### src/rtl/laby8_pkg.sv
// Shared constants and helpers for the laby8 switch-selectable square-wave generator.
package laby8_pkg;

    localparam int SEL_W = 2;

    localparam int HALF0_DEF = 25_000_000;
    localparam int HALF1_DEF = 12_500_000;
    localparam int HALF2_DEF = 6_250_000;
    localparam int HALF3_DEF = 3_125_000;

    typedef logic [SEL_W-1:0] sel_t;

    function automatic int max4(input int a, input int b, input int c, input int d);
        int m;
        m = a;
        if (b > m) m = b;
        if (c > m) m = c;
        if (d > m) m = d;
        return m;
    endfunction

endpackage

### src/rtl/laby8_if.sv
// Board-side signals of laby8: asynchronous switch select in, square wave out.
interface laby8_if;
    import laby8_pkg::*;

    sel_t SW;
    logic out;

    modport master (output SW, input out);
    modport slave  (input SW, output out);

endinterface

### src/rtl/laby8_sync2.sv
// Two-flop synchroniser for asynchronous inputs, reset to zero.
module sync2 #(
    parameter int W = 1
) (
    input  logic         clk,
    input  logic         rst,
    input  logic [W-1:0] d_i,
    output logic [W-1:0] q_o
);

    logic [W-1:0] stage1_q;
    logic [W-1:0] stage2_q;

    always_ff @(posedge clk or posedge rst) begin
        if (rst) begin
            stage1_q <= '0;
            stage2_q <= '0;
        end else begin
            stage1_q <= d_i;
            stage2_q <= stage1_q;
        end
    end

    assign q_o = stage2_q;

endmodule

### src/rtl/laby8.sv
// Square-wave generator: divides clk by 2*HALF[sel], restarting the half-period
// cleanly whenever the synchronised switch setting changes.
module laby8
    import laby8_pkg::*;
#(
    parameter int HALF0 = HALF0_DEF,
    parameter int HALF1 = HALF1_DEF,
    parameter int HALF2 = HALF2_DEF,
    parameter int HALF3 = HALF3_DEF
) (
    input  logic     clk,
    input  logic     rst,
    laby8_if.slave   bus
);

    localparam int CW = $clog2(max4(HALF0, HALF1, HALF2, HALF3));

    sel_t          sw_s;
    sel_t          sel_q, sel_d;
    logic [CW-1:0] cnt_q, cnt_d;
    logic [CW-1:0] half_m1;
    logic          out_q, out_d;

    sync2 #(.W(SEL_W)) u_sync (
        .clk (clk),
        .rst (rst),
        .d_i (bus.SW),
        .q_o (sw_s)
    );

    always_comb begin
        half_m1 = CW'(HALF0 - 1);
        case (sel_q)
            2'd0: half_m1 = CW'(HALF0 - 1);
            2'd1: half_m1 = CW'(HALF1 - 1);
            2'd2: half_m1 = CW'(HALF2 - 1);
            2'd3: half_m1 = CW'(HALF3 - 1);
            default: half_m1 = CW'(HALF0 - 1);
        endcase
    end

    // A selection change wins over terminal count so the new setting always
    // starts with a full half-period and out never emits a runt pulse.
    always_comb begin
        sel_d = sel_q;
        cnt_d = cnt_q;
        out_d = out_q;
        if (sw_s != sel_q) begin
            sel_d = sw_s;
            cnt_d = '0;
        end else if (cnt_q == half_m1) begin
            cnt_d = '0;
            out_d = ~out_q;
        end else begin
            cnt_d = cnt_q + CW'(1);
        end
    end

    always_ff @(posedge clk or posedge rst) begin
        if (rst) begin
            sel_q <= '0;
            cnt_q <= '0;
            out_q <= 1'b0;
        end else begin
            sel_q <= sel_d;
            cnt_q <= cnt_d;
            out_q <= out_d;
        end
    end

    assign bus.out = out_q;

endmodule

### src/flat_wrapper.sv
// flat-port wrapper written by rule: the top's interface ports become plain ports
module laby8_flat import laby8_pkg::*;
#(
    parameter int HALF0 = HALF0_DEF,
    parameter int HALF1 = HALF1_DEF,
    parameter int HALF2 = HALF2_DEF,
    parameter int HALF3 = HALF3_DEF
)
  (clk, rst, bus_SW, bus_out);
  laby8_if bus_i ();
  input  logic clk;
  input  logic rst;
  input wire logic [$bits(bus_i.SW)-1:0] bus_SW;
  output wire logic [$bits(bus_i.out)-1:0] bus_out;
  assign bus_i.SW = bus_SW;
  assign bus_out = bus_i.out;
  laby8 #(.HALF0(HALF0), .HALF1(HALF1), .HALF2(HALF2), .HALF3(HALF3)) u_core (.clk(clk), .rst(rst), .bus(bus_i));
endmodule
### config.mk
export PLATFORM = sky130hd
export DESIGN_NAME = laby8_flat
export DESIGN_NICKNAME = d
export VERILOG_FILES = /design/src/rtl/laby8_pkg.sv /design/src/rtl/laby8_if.sv /design/src/rtl/laby8_sync2.sv /design/src/rtl/laby8.sv /design/src/flat_wrapper.sv
export SDC_FILE = /design/constraint.sdc
export NUM_CORES = 1
export LEC_CHECK = 0
export CORE_ASPECT_RATIO = 1.1
export CORE_MARGIN = 5
export CORE_UTILIZATION = 46
export CTS_CLUSTER_DIAMETER = 60
export DETAILED_ROUTE_END_ITERATION = 10
export PLACE_DENSITY = 0.72
export SLEW_MARGIN = 20
export SYNTH_ARGS = -nofsm -noshare
export SYNTH_HDL_FRONTEND = slang
export SYNTH_SLANG_ARGS = --single-unit
### constraint.sdc
create_clock -name clk -period 3.1 [get_ports clk]
set_input_delay 0.465 -clock clk [delete_from_list [all_inputs] [get_ports clk]]
set_output_delay 0.465 -clock clk [all_outputs]
set_load 0.01 [all_outputs]
==> run summary <==
In this run the count of I/O pins placed on the die edge is 5. The library cells used most frequently in the layout, excluding fill and tap cells, are 32 x sky130_fd_sc_hd__dfrtp_1, 24 x sky130_fd_sc_hd__nor3_1, 18 x sky130_fd_sc_hd__xnor2_1. The tool flagged a number of max-cap violations equal to 0. The number of antenna violations at the first check in global routing came out at 0. The total of cells resized after clock tree synthesis was 0. Leaving out fill and tap cells, the most frequent cell in the layout is sky130_fd_sc_hd__dfrtp_1. The longest clock path from root to sink contains 2 buffers.

The worst setup path is of the flip-flop to flip-flop kind. The CTS buffer count was 5; the final count of negative-setup-slack endpoints was 0. The average cell area after synthesis was 9.64 um^2.

The minimum clock period after layout came out at 2.44 ns. Buffers inserted to repair hold after CTS numbered 0. In the final timing run, aggregate negative setup slack is 0 ns. For the number of hold-slack violations in the final timing report, the log shows 0. The master of the slowest instance on the critical path is sky130_fd_sc_hd__or4_4.

The count of cells along the worst hold path works out to 0. The synthesized netlist occupies a cell area of 1700 um^2. The run gives 2 as the number of H-tree levels. The tools report the critical path startpoint category as a flip-flop.

The worst slew slack as a fraction of its limit was 0.434; the fill cell total of the finished layout was 327. The area of the die is 5000 um^2. When the netlist entered floorplanning its net count stood at 181. The area growth from synthesis to final layout works out to 9.88%. The run gives 0.173 as the overall global routing resource usage. The run gives 1540 um as the sum of routed wire segments on met1. Walking the worst path, the cells encountered are nor2b_1, a2111o_1, or4_4, nor4_4, buf_4, nor3_1.

For this block, the via count after detailed routing is 1323. The maximum number of pins on one net before global-route repair was 26. Setup repair after global routing left no endpoint under its margin. The maximum cell stage delay along the critical path was 0.54 ns; the final net count was 185.

Clock tree synthesis found a total of 32 sinks. The region available for standard cell placement spans 3600 um^2. For the wire length of the first global-routing pass, the log shows 6420 um.

Counting cells, the worst reg-to-reg path comes to 6. Number of global-route vias before repair: 1350. In this run, distinct cell masters in the synthesized netlist total 36. The synthesized design contains 0 enable-type register cells.

Wire segments on met2 add up to 1770 um in the final route. The final routed wire length divided by cell count came out at 15.6 um. The critical path data required time was 3.22 ns; the final weighted congestion in routability-driven placement was 1.06. The quantity of I/O buffers inserted on ports is 4.

The commonest register cell after synthesis was sky130_fd_sc_hd__dfrtp_1. In this run the critical register-to-register path is captured at u_core.cnt_q[13]$_DFF_PP0_. The period utilization works out to 0.787. The starting utilization of the core area is 0.472.

The startpoint identified for the worst hold timing path is u_core.u_sync.stage1_q[0]$_DFF_PP0_. For this design the ratio of total power to cell area is 435 nW/um^2. The tools report the antenna diode instance count as 0. The routed via count divided by cell count was 5.75; the maximum fanout count along the critical path was 13. The count of buffers added by post-CTS timing repair for setup was 0. The post-route clock skew was 0.00546 ns. The share of synthesized registers carrying an async set or reset was 1.00. For the static leakage power, the log shows 0.700 nW. The aggregate routed wire length came out at 3600 um. For the pin with the worst max-slew slack, the measured transition is 0.837 ns. The floorplan step set the die height to 73.7 um. The DRC marker count from the first detailed-route iteration was 54. The final max-slew violation count is 0, and the fraction of final layout cells with drive strength greater than 1 is 0.0833.

The wire-length estimate of the detail-placed layout is 2560 um. IR analysis of the VDD net gives a maximum drop of 0.334 mV. The worst hold path terminates at u_core.u_sync.q_o[0]$_DFF_PP0_. The cell chosen for the clock root was sky130_fd_sc_hd__clkbuf_8. The highest metal layer used by the detailed router was met4. TritonCTS built the clock tree. The number of storage elements in the synthesis netlist works out to 32. The length of routed met3 wiring is 215 um. After technology mapping, the gate count stands at 176. The design draws 0.811 mW.

For the total of warnings raised by yosys, the log shows 0. The flow ran to the end, and the final reports show no timing, DRC or antenna violations. Global routing finished with a remaining overflow of 0.

The number of search-and-repair iterations in the first detailed-routing pass is 4, and the number of design rule violations left after detail routing is 0. The path class of the tightest hold or removal check is flip-flop to flip-flop. The detail route stage leaves a number of antenna-violating nets equal to 0. The worst register-to-register path begins at u_core.sel_q[1]$_DFFE_PP0N_.

In this run the horizontal extent of the chip is 67.9 um. The portion of the post-synthesis area used by sequential elements was 0.472; the arrival time of the worst setup path was 2.56 ns. Clock latency on the worst-skew pair, taken at its later pin, is 0.29 ns. After clock tree synthesis, the clock-pin slew on the worst setup and hold paths is 0.06 ns. The type of destination of the critical path was a flip-flop. For this run, the top clock speed supported by timing is 410 MHz. The logs give 0.66 ns for the internal reg-to-reg setup slack and 0.518 for the utilization after layout. The initialized floorplan defines 23 standard-cell rows.
==> cells in the mapped netlist (all sizes together), types with 4 or more instances <==
cell,n,area (um^2)
inv,6,22.5
nand2,15,56.3
xnor2,18,158
nand3,6,30.0
clkbuf,7,26.3
nor2,10,37.5
dfrtp,32,801
nor3,24,120
nor4,6,52.6
nand2b,4,25.0
xor2,8,70.1
nand4,4,25.0
==> where the power goes <==
part	internal (mW)	switching [mW]
registers	0.424	0.00708
logic	0.0113	0.0240
clock network	0.197	0.147
==> worst max path at each step <==
stage	startpoint	end	slack (ns)	cells after the start
finish	u_core.sel_q[1]$_DFFE_PP0N_	u_core.cnt_q[13]$_DFF_PP0_	0.66	6
global route	u_core.sel_q[0]$_DFFE_PP0N_	u_core.cnt_q[13]$_DFF_PP0_	0.58	6
CTS	u_core.sel_q[1]$_DFFE_PP0N_	u_core.cnt_q[13]$_DFF_PP0_	0.70	6
detailed placement	u_core.sel_q[1]$_DFFE_PP0N_	u_core.cnt_q[13]$_DFF_PP0_	0.73	6
global placement	u_core.sel_q[1]$_DFFE_PP0N_	u_core.cnt_q[10]$_DFF_PP0_	0.83	6
floorplan	u_core.sel_q[1]$_DFFE_PP0N_	u_core.cnt_q[10]$_DFF_PP0_	1.01	6
==> metal layers <==
layer | vias to the layer above | GRT usage
met3 | 9 | 0.0413
li1 | 618 | -
met5 | - | 0
met4 | 0 | 0.0751
met2 | 48 | 0.279
met1 | 648 | 0.220
==> cells by family after synthesis <==
group | synth area share
compound gates | 0.0656
xor+xnor | 0.134
fa+ha+maj | 0.00737
buf+inv | 0.0450
flops | 0.472
simple gates | 0.276
==> through the flow <==
step	setup slack, ns	std cells	area (um^2)	hold WS, ns
floorplan	1.01	176	1700	0.331
global placement	0.832	223	1770	0.333
detailed placement	0.733	223	1770	0.341
CTS	0.705	230	1860	0.351
global route	0.578	230	1860	0.359
finish	0.661	230	1860	0.352
==> cell type report <==
class	count	area [um^2]	share of cell area
multi-input combinational	128	820	0.440
sequential	32	801	0.430
clock buffer	7	96.3	0.0517
timing repair buffer	7	62.6	0.0336
tap	50	62.6	0.0336
inverter	6	22.5	0.0121
==> flip-flops by register name, summed over array words and instances, names as in the netlist <==
signal                  cells
u_core.u_sync.stage1_q      2
u_core.cnt_q               25
u_core.bus.out              1
u_core.sel_q                2
u_core.u_sync.q_o           2
==> critical path, delay by kind of cell, from the launching register on <==
| family | cells | cell delay [ns] |
|---|---|---|
| buf+inv | 1 | 0.25 |
| simple gates | 4 | 1.10 |
| flops | 1 | 0.49 |
| compound gates | 1 | 0.42 |
Note: power is estimated with default switching activity, not from simulation.
